<file path="src/rtl/grf_wb_arb.sv">
// Arbitrates the GRF write port between the W-stage pipe and a 2-entry MDU queue, with age-based stall.
// Optional macro GRF_WB_TRACE_EN prints one trace line per committed register write.
module grf_wb_arb #(
  parameter int unsigned MAX_AGE = 8
) (
  input  logic        clk,
  input  logic        reset,
  input  logic        pipe_we,
  input  logic [4:0]  pipe_a3,
  input  logic [31:0] pipe_wd,
  input  logic [31:0] pipe_pc,
  input  logic        mdu_valid,
  input  logic [4:0]  mdu_a3,
  input  logic [31:0] mdu_wd,
  input  logic [31:0] mdu_pc,
  output logic        mdu_ready,
  output logic        stall,
  input  logic [4:0]  rd_a,
  output logic        pend_hit,
  output logic        grf_we,
  output logic [4:0]  grf_a3,
  output logic [31:0] grf_wd,
  output logic [31:0] grf_pc
);

  localparam int unsigned AW = (MAX_AGE > 1) ? $clog2(MAX_AGE) : 1;

  typedef struct packed {
    logic [4:0]  a3;
    logic [31:0] wd;
    logic [31:0] pc;
  } wb_req_t;

  wb_req_t       mem [2];
  logic          rd_ptr, wr_ptr;
  logic [1:0]    count;
  logic [AW-1:0] age;

  logic    empty, full, push, pop, pipe_win, sel_we;
  wb_req_t head, sel_req;

  assign empty     = (count == 2'd0);
  assign full      = (count == 2'd2);
  assign mdu_ready = !full && !reset;
  assign push      = mdu_valid && mdu_ready;
  assign stall     = !reset && !empty && (age == AW'(MAX_AGE - 1));
  assign pipe_win  = !stall && pipe_we && (pipe_a3 != 5'd0);
  assign pop       = !reset && !empty && !pipe_win;
  assign head      = mem[rd_ptr];

  // A popped head with a3=0 is consumed but never written.
  // NOTE: every signal written in always_comb gets a default first, so no latch is inferred.
  always_comb begin
    sel_we  = 1'b0;
    sel_req = head;
    if (pipe_win) begin
      sel_we  = 1'b1;
      sel_req = '{a3: pipe_a3, wd: pipe_wd, pc: pipe_pc};
    end else if (pop) begin
      sel_we  = (head.a3 != 5'd0);
    end
  end

  always_comb begin
    pend_hit = 1'b0;
    for (int i = 0; i < 2; i++) begin
      if ((full || (count == 2'd1 && rd_ptr == 1'(i))) && mem[i].a3 == rd_a)
        pend_hit = 1'b1;
    end
    pend_hit = pend_hit && (rd_a != 5'd0) && !reset;
  end

  // NOTE: sequential state uses non-blocking assignments so all registers update from pre-edge values.
  always_ff @(posedge clk) begin
    if (reset) begin
      rd_ptr <= 1'b0;
      wr_ptr <= 1'b0;
      count  <= 2'd0;
      age    <= '0;
    end else begin
      if (push) wr_ptr <= !wr_ptr;
      if (pop)  rd_ptr <= !rd_ptr;
      case ({push, pop})
        2'b10:   count <= count + 2'd1;
        2'b01:   count <= count - 2'd1;
        default: count <= count;
      endcase
      if (pop || empty)
        age <= '0;
      else if (age != AW'(MAX_AGE - 1))
        age <= age + AW'(1);
    end
  end

  // NOTE: queue storage has no reset; entries are only observed through count/pointers, which are reset.
  always_ff @(posedge clk) begin
    if (push) mem[wr_ptr] <= '{a3: mdu_a3, wd: mdu_wd, pc: mdu_pc};
  end

  always_ff @(posedge clk) begin
    if (reset) begin
      grf_we <= 1'b0;
      grf_a3 <= 5'd0;
      grf_wd <= 32'd0;
      grf_pc <= 32'd0;
    end else begin
      grf_we <= sel_we;
      if (sel_we) begin
        grf_a3 <= sel_req.a3;
        grf_wd <= sel_req.wd;
        grf_pc <= sel_req.pc;
      end
    end
  end

`ifdef GRF_WB_TRACE_EN
  always_ff @(posedge clk) begin
    if (!reset && sel_we)
      $display("@%h: $%0d <= %h", sel_req.pc, sel_req.a3, sel_req.wd);
  end
`endif

endmodule

</file>
<file path="config.mk">
export PLATFORM = sky130hd
export DESIGN_NAME = grf_wb_arb
export DESIGN_NICKNAME = d
export VERILOG_FILES = /design/src/rtl/grf_wb_arb.sv
export SDC_FILE = /design/constraint.sdc
export NUM_CORES = 1
export LEC_CHECK = 0
export ABC_CLOCK_PERIOD_IN_PS = 5030
export BUFFER_PORTS_ARGS = -buffer_cell sky130_fd_sc_hd__buf_4
export CORE_MARGIN = 5
export CORE_UTILIZATION = 54
export CTS_BUF_LIST = sky130_fd_sc_hd__clkbuf_16
export DETAILED_ROUTE_END_ITERATION = 8
export PLACE_DENSITY = 0.8
export SLEW_MARGIN = 20
export SYNTH_ARGS = -nofsm -noshare
export SYNTH_HDL_FRONTEND = slang
export SYNTH_SLANG_ARGS = --single-unit
</file>
<file path="constraint.sdc">
create_clock -name clk -period 5.03 [get_ports clk]
set_input_delay 0 -clock clk [delete_from_list [all_inputs] [get_ports clk]]
set_output_delay 0 -clock clk [all_outputs]
set_load 0.1 [all_outputs]
</file>
======== Word-level counts from Yosys, hierarchy flattened ========
Memory sizes are Yosys's and may differ from the RTL's. A register that Yosys moved wholly into a read port is not among the register bits.
Cells that the tools add are included.
operators by class
  $add $sub $neg .......................... 3
  equal/unequal tests ..................... 8
  multiplexer cells ....................... 10
  bitwise operators ....................... 1
  reduce and logical (&&, ||, !) cells .... 29
operators with widths
  operator                                             number
  two-way mux 69 bit                                   1
  nonzero test 5 bit                                   3
  logical AND 1 bit                                    13
  equality test 5 bit                                  2
  two-way mux 1 bit                                    8
  logical NOT 1 bit                                    7
  equality test 2 x 1 -> 1 bit, second input constant  2
  equality test 2 bit, second input constant           2
  one-hot mux 2 bit (2 select lines)                   1
  adder 3 x 1 -> 3 bit, second input constant          1
  equality test 3 bit, second input constant           1
  logical OR 1 bit                                     3
  != test 3 bit, second input constant                 1
  adder 2 x 1 -> 2 bit, second input constant          1
  logical NOT 2 bit                                    1
  nonzero test 2 bit                                   1
  OR reduction 2 bit                                   1
  subtractor 2 x 1 -> 2 bit, second input constant     1
  inverter 1 bit                                       1
word-level totals
  flip-flop bits (word level) ............. 77
  memory bits (writable) .................. 138
  input port bits ......................... 147
  output and inout port bits .............. 73
  word-level logic and storage cells ...... 60
  memories ................................ 1
memory list
  memory  words  width  rd ports  clocked after Yosys merged registers in  wr ports  RTL line  source
  mem     2      69     3         1                                        1         34        wb_req_t mem [2];

======== Logic depth before layout (Yosys ltp) ========
  depth in word-level cells ............... 11
  gate-level depth with buffers ........... 12

======== Least setup slack after synthesis ========
OpenSTA, ideal clock, no wires.
  path kind ............................... register -> register
  start point ............................. reg count[0]
  end point ............................... mem mem[0][0] (netlist bit) (enable)
  library setup time ...................... 497 ps
  arrival ................................. 5215 ps
  data required time ...................... 4533 ps
  setup slack ............................. -682 ps
  stages on the path, launching flop included .. 6
  path through ............................ dfxtp_1 inv_1 ha_1 nor2_1 nand2_1 nor2_1
on the way
  word-level cells in the longest chain between the ends .. 6
RTL lines
  item                                     RTL line  source
  from (decl)                              36        logic [1:0] count;
  from (signal assigned)                   84        2'b10: count <= count + 2'd1;
  from (signal assigned)                   85        2'b01: count <= count - 2'd1;
  from (signal assigned)                   86        default: count <= count;
  equality test 2 bit                      43        assign full = (count == 2'd2);
  logical NOT 1 bit                        44        assign mdu_ready = !full && !reset;
  logical AND 1 bit                        44
  named net mdu_ready                      16        output logic mdu_ready,
  logical AND 1 bit                        45        assign push = mdu_valid && mdu_ready;
  two-way mux 1 bit                        97        if (push) mem[wr_ptr] <= '{a3: mdu_a3, wd: mdu_wd, pc: mdu_pc};
  two-way mux 1 bit (not written as such)  97
  to (decl)                                34
The timed path passes the listed nets, and every way through them passes these cells.

======== Worst setup path in the final report ========
  start point ............................. reg age[0]
  end point ............................... reg count[1]
on the way
  word-level cells in the longest chain between the ends .. 9
  elaborated cells between the ends (all ways) .. 11
  classes of those cells .................. eq/ne: 3; mux: 1; reduce/logical: 7
RTL lines
  item                                                                      RTL line  source
  from (decl)                                                               37        logic [AW-1:0] age;
  from (signal assigned)                                                    91        age <= age + AW'(1);
  equality test 3 bit (*)                                                   46        assign stall = !reset && !empty && (age == AW'(MAX_AGE - 1));
  logical AND 1 bit (*)                                                     46
  logical NOT 1 bit (*)                                                     47        assign pipe_win = !stall && pipe_we && (pipe_a3 != 5'd0);
  logical AND 1 bit (*) (2 in series)                                       47
  logical NOT 1 bit (*)                                                     48        assign pop = !reset && !empty && !pipe_win;
  logical AND 1 bit (*)                                                     48
  named net pop                                                             39        logic empty, full, push, pop, pipe_win, sel_we;
  equality test 2 x 1 -> 1 bit or equality test 2 bit (tied branches)       83        case ({push, pop})
  one-hot mux 2 bit (2 select lines) or nonzero test 2 bit (tied branches)  n/a
The timed path passes the listed nets; every way through them passes the cells marked *.
A chain may end at the register's enable or synchronous reset.

==> results_dict.tcl <==
set metrics [dict create \
    pre_cts_slack_ns 1.77 \
    drc 0 \
    synth-simple-area-share_pct 9.14 \
    io_buffer_count 219 \
    synth_compound_area_share_pct 7.84 \
    dieWidth_um 141 \
    antenna_found_initial 1 \
    overflow 0 \
    ys_warn_count 0 \
    wl_per_cell_um 21.2 \
    min_from "pipe_a3[1]" \
    vias_per_cell 5.84 \
    synth_cell_type_count 39 \
    clk_pin_slew_ns 0.06 \
    grt_max_degree 75 \
    cp.required_ns 5.43 \
    insertion_delay_ns 0.50 \
    ff2ff_setup_slack_ns 1.71 \
    first_iter_violations 590 \
    dieArea_mm2 0.0198 \
    synth_mux_area_share_pct 15.7 \
    synthAdderAreaFrac_pct 0.814 \
    syn2layout_area_growth_pct 41.7 \
    path_max_fanout 73 \
    grt_pass1_vias 7795 \
    worstReg2RegEnd "count[1]" \
    regToRegStartpoint "age[0]" \
    start_util_pct 55.2 \
    numCtsBuffers 23 \
    post-dp-hpwl_um 14800 \
    max_freq_mhz 302 \
    syn_area_mm2 0.00923 \
    cts.sinks 216 \
    place_congestion 0.832 \
    rr_worst_depth 11 \
    fp.coreArea_mm2 0.0167 \
    cts_root_buf "clkbuf_16" \
    synth.ff_latch_count 216 \
    maxCapViolations 0 \
    syn_area_per_cell_um2 13.4 \
    hold_path_depth 4 \
    cts_tree "done" \
    grt_usage_pct 26.0 \
    finalMaxSlewViolations 0 \
    final_cell_mix "buf_4, dlygate4sd3_1, edfxtp_1" \
    final-setup-viol-count 0 \
    yosysSeqAreaShare_pct 61.8 \
    synth_top_family_by_area "multiplexers" \
    finalWirelength_um 26600 \
    relSlewSlack_pct 24.7 \
    synth_nets 840 \
    post_cts_buffers 0 \
    ir_drop_v 0.000298 \
    critPathLaunchType "register" \
    path_class "register to register" \
    postRouteAntennaNets 0 \
    min_to "grf_a3[1]" \
    synthXorXnorAreaFrac_pct 1.33 \
    status "complete, no violations" \
    synth-main-ff-cell "edfxtp_1" \
    rows 47 \
    synth_edf_count 138 \
    cp-end-kind "register" \
    dr.pass1.iters 6 \
    postLayoutCoreUtil_pct 78.3 \
    worst_pin_slew_ns 1.13 \
    min_path_type "input pin to register" \
    synthArstFlopShare_pct 0 \
    power.total_uw 4970 \
    cts_max_level 1 \
    cts_max_path_buffers 3 \
    fin_ws_ns 1.71 \
    final_common_cell "buf_4" \
    p_per_area_mw_per_mm2 380 \
    postSynthCellCount 687 \
    num_vias 7339 \
    clock_skew_ns 0.00824 \
    final-hold-violation-count 0 \
    nets 1172 \
    setup_tns_ns 0 \
    power_leakage_uw 0.00509 \
    cp.arrival_ns 3.72 \
    fin_crit_sh_pct 65.9 \
    hold_ws_ns 0.0245 \
    drive_gt1_share_pct 32.2 \
    rsz0062_at_grt "no" \
    grt_pass1_wl_um 41200 \
    io_pins 220 \
    fin_crit_ns 3.32 \
    die_height_um 141 \
]
cells in the mapped netlist, drive strengths merged (2+ instances only):
cell    instances  area (um^2)
a211oi          6         50.1
or4             2         15.0
nor4            2         12.5
nand2          69          259
and4            2         17.5
xor2            9         78.8
or3            69          432
mux2           69          777
buf            24          158
inv             5         18.8
edfxtp        138         4140
dfxtp          78         1560
a21oi           5         28.8
clkbuf         35          131
ha              6         75.1
o21ai           2         10.0
nor3            3         15.0
xnor2           5         43.8
o221ai         67          587
a32oi           2         17.5
mux2i          67          671
nor2           11         41.3
per-stage QoR:
step / std cells / instance area (um^2)
2_1_floorplan: 687 / 9230
3_3_place_gp: 1073 / 11000
3_5_place_dp: 1073 / 11000
4_1_cts: 1254 / 13100
5_1_grt: 1255 / 13100
6_report: 1256 / 13100
layout make-up:
cell class | count | area, um^2
diodes | 2 | 5.00
well taps | 220 | 275
fillers | 972 | 3630
multi-input cells | 407 | 3250
inverters | 5 | 22.5
clock inverters | 17 | 123
flip-flops and latches | 216 | 5710
clock buffers | 23 | 576
repair buffers | 366 | 3110
where the power goes:
group | internal [uW] | switching, uW | total (uW)
combinational | 426 | 840 | 1270
clock | 926 | 654 | 1580
sequential | 2030 | 92.9 | 2130
total | 3390 | 1590 | 4970
state kept, by name, indices dropped and copies added, names as in the netlist, named ones only:
register and flops:
wr_ptr 1, grf_a3 5, grf_we 1, age 3, mem 138, rd_ptr 1
count 2, grf_wd 32, grf_pc 32
repair_timing:
item                                   4_1_cts  5_1_grt
endpoints found under the hold margin      214        0
gates resized for setup                      0        0
hold buffers                               141        0
kinds of logic (layout without fill, tap and decap cells):
logic type	count (synthesis)	in the layout
AO/OA/AOI/OAI	86	86
buffers and inverters	64	411
XOR/XNOR	14	14
AND/OR/NAND/NOR	165	165
other	0	2
flip-flops	216	216
adder cells (fa/ha/maj)	6	6
multiplexers	136	136
per-layer routing:
layer,up-vias,part of all wire (%),wire (um),track usage (%)
li1,3309,-,-,-
met1,3588,36,9680,31.0
met2,363,53,14100,46.8
met3,79,7.0,1870,4.23
met4,0,3.6,950,10.2
met5,-,0,0,0
worst max-delay path by stage:
stage	startpoint	endpoint	cells past startpoint
after global placement	age[0]	count[1]	11
after global routing	age[0]	count[1]	11
after CTS	age[0]	count[1]	11
after floorplan	count[0]	mem[0][0]	5
final	age[0]	count[1]	11
after detailed placement	age[0]	count[1]	11
worst max-delay path: stages, from the launching register on:
cell,delay [ns]
dfxtp_1,0.32
ha_1,0.21
ha_1,0.21
or3b_4,0.27
inv_2,0.40
a211oi_4,0.40
buf_4,0.70
nor2_1,0.10
ha_1,0.23
xor2_1,0.16
nor2_1,0.05
a211oi_1,0.17
Power figures use the tool's default switching activity.
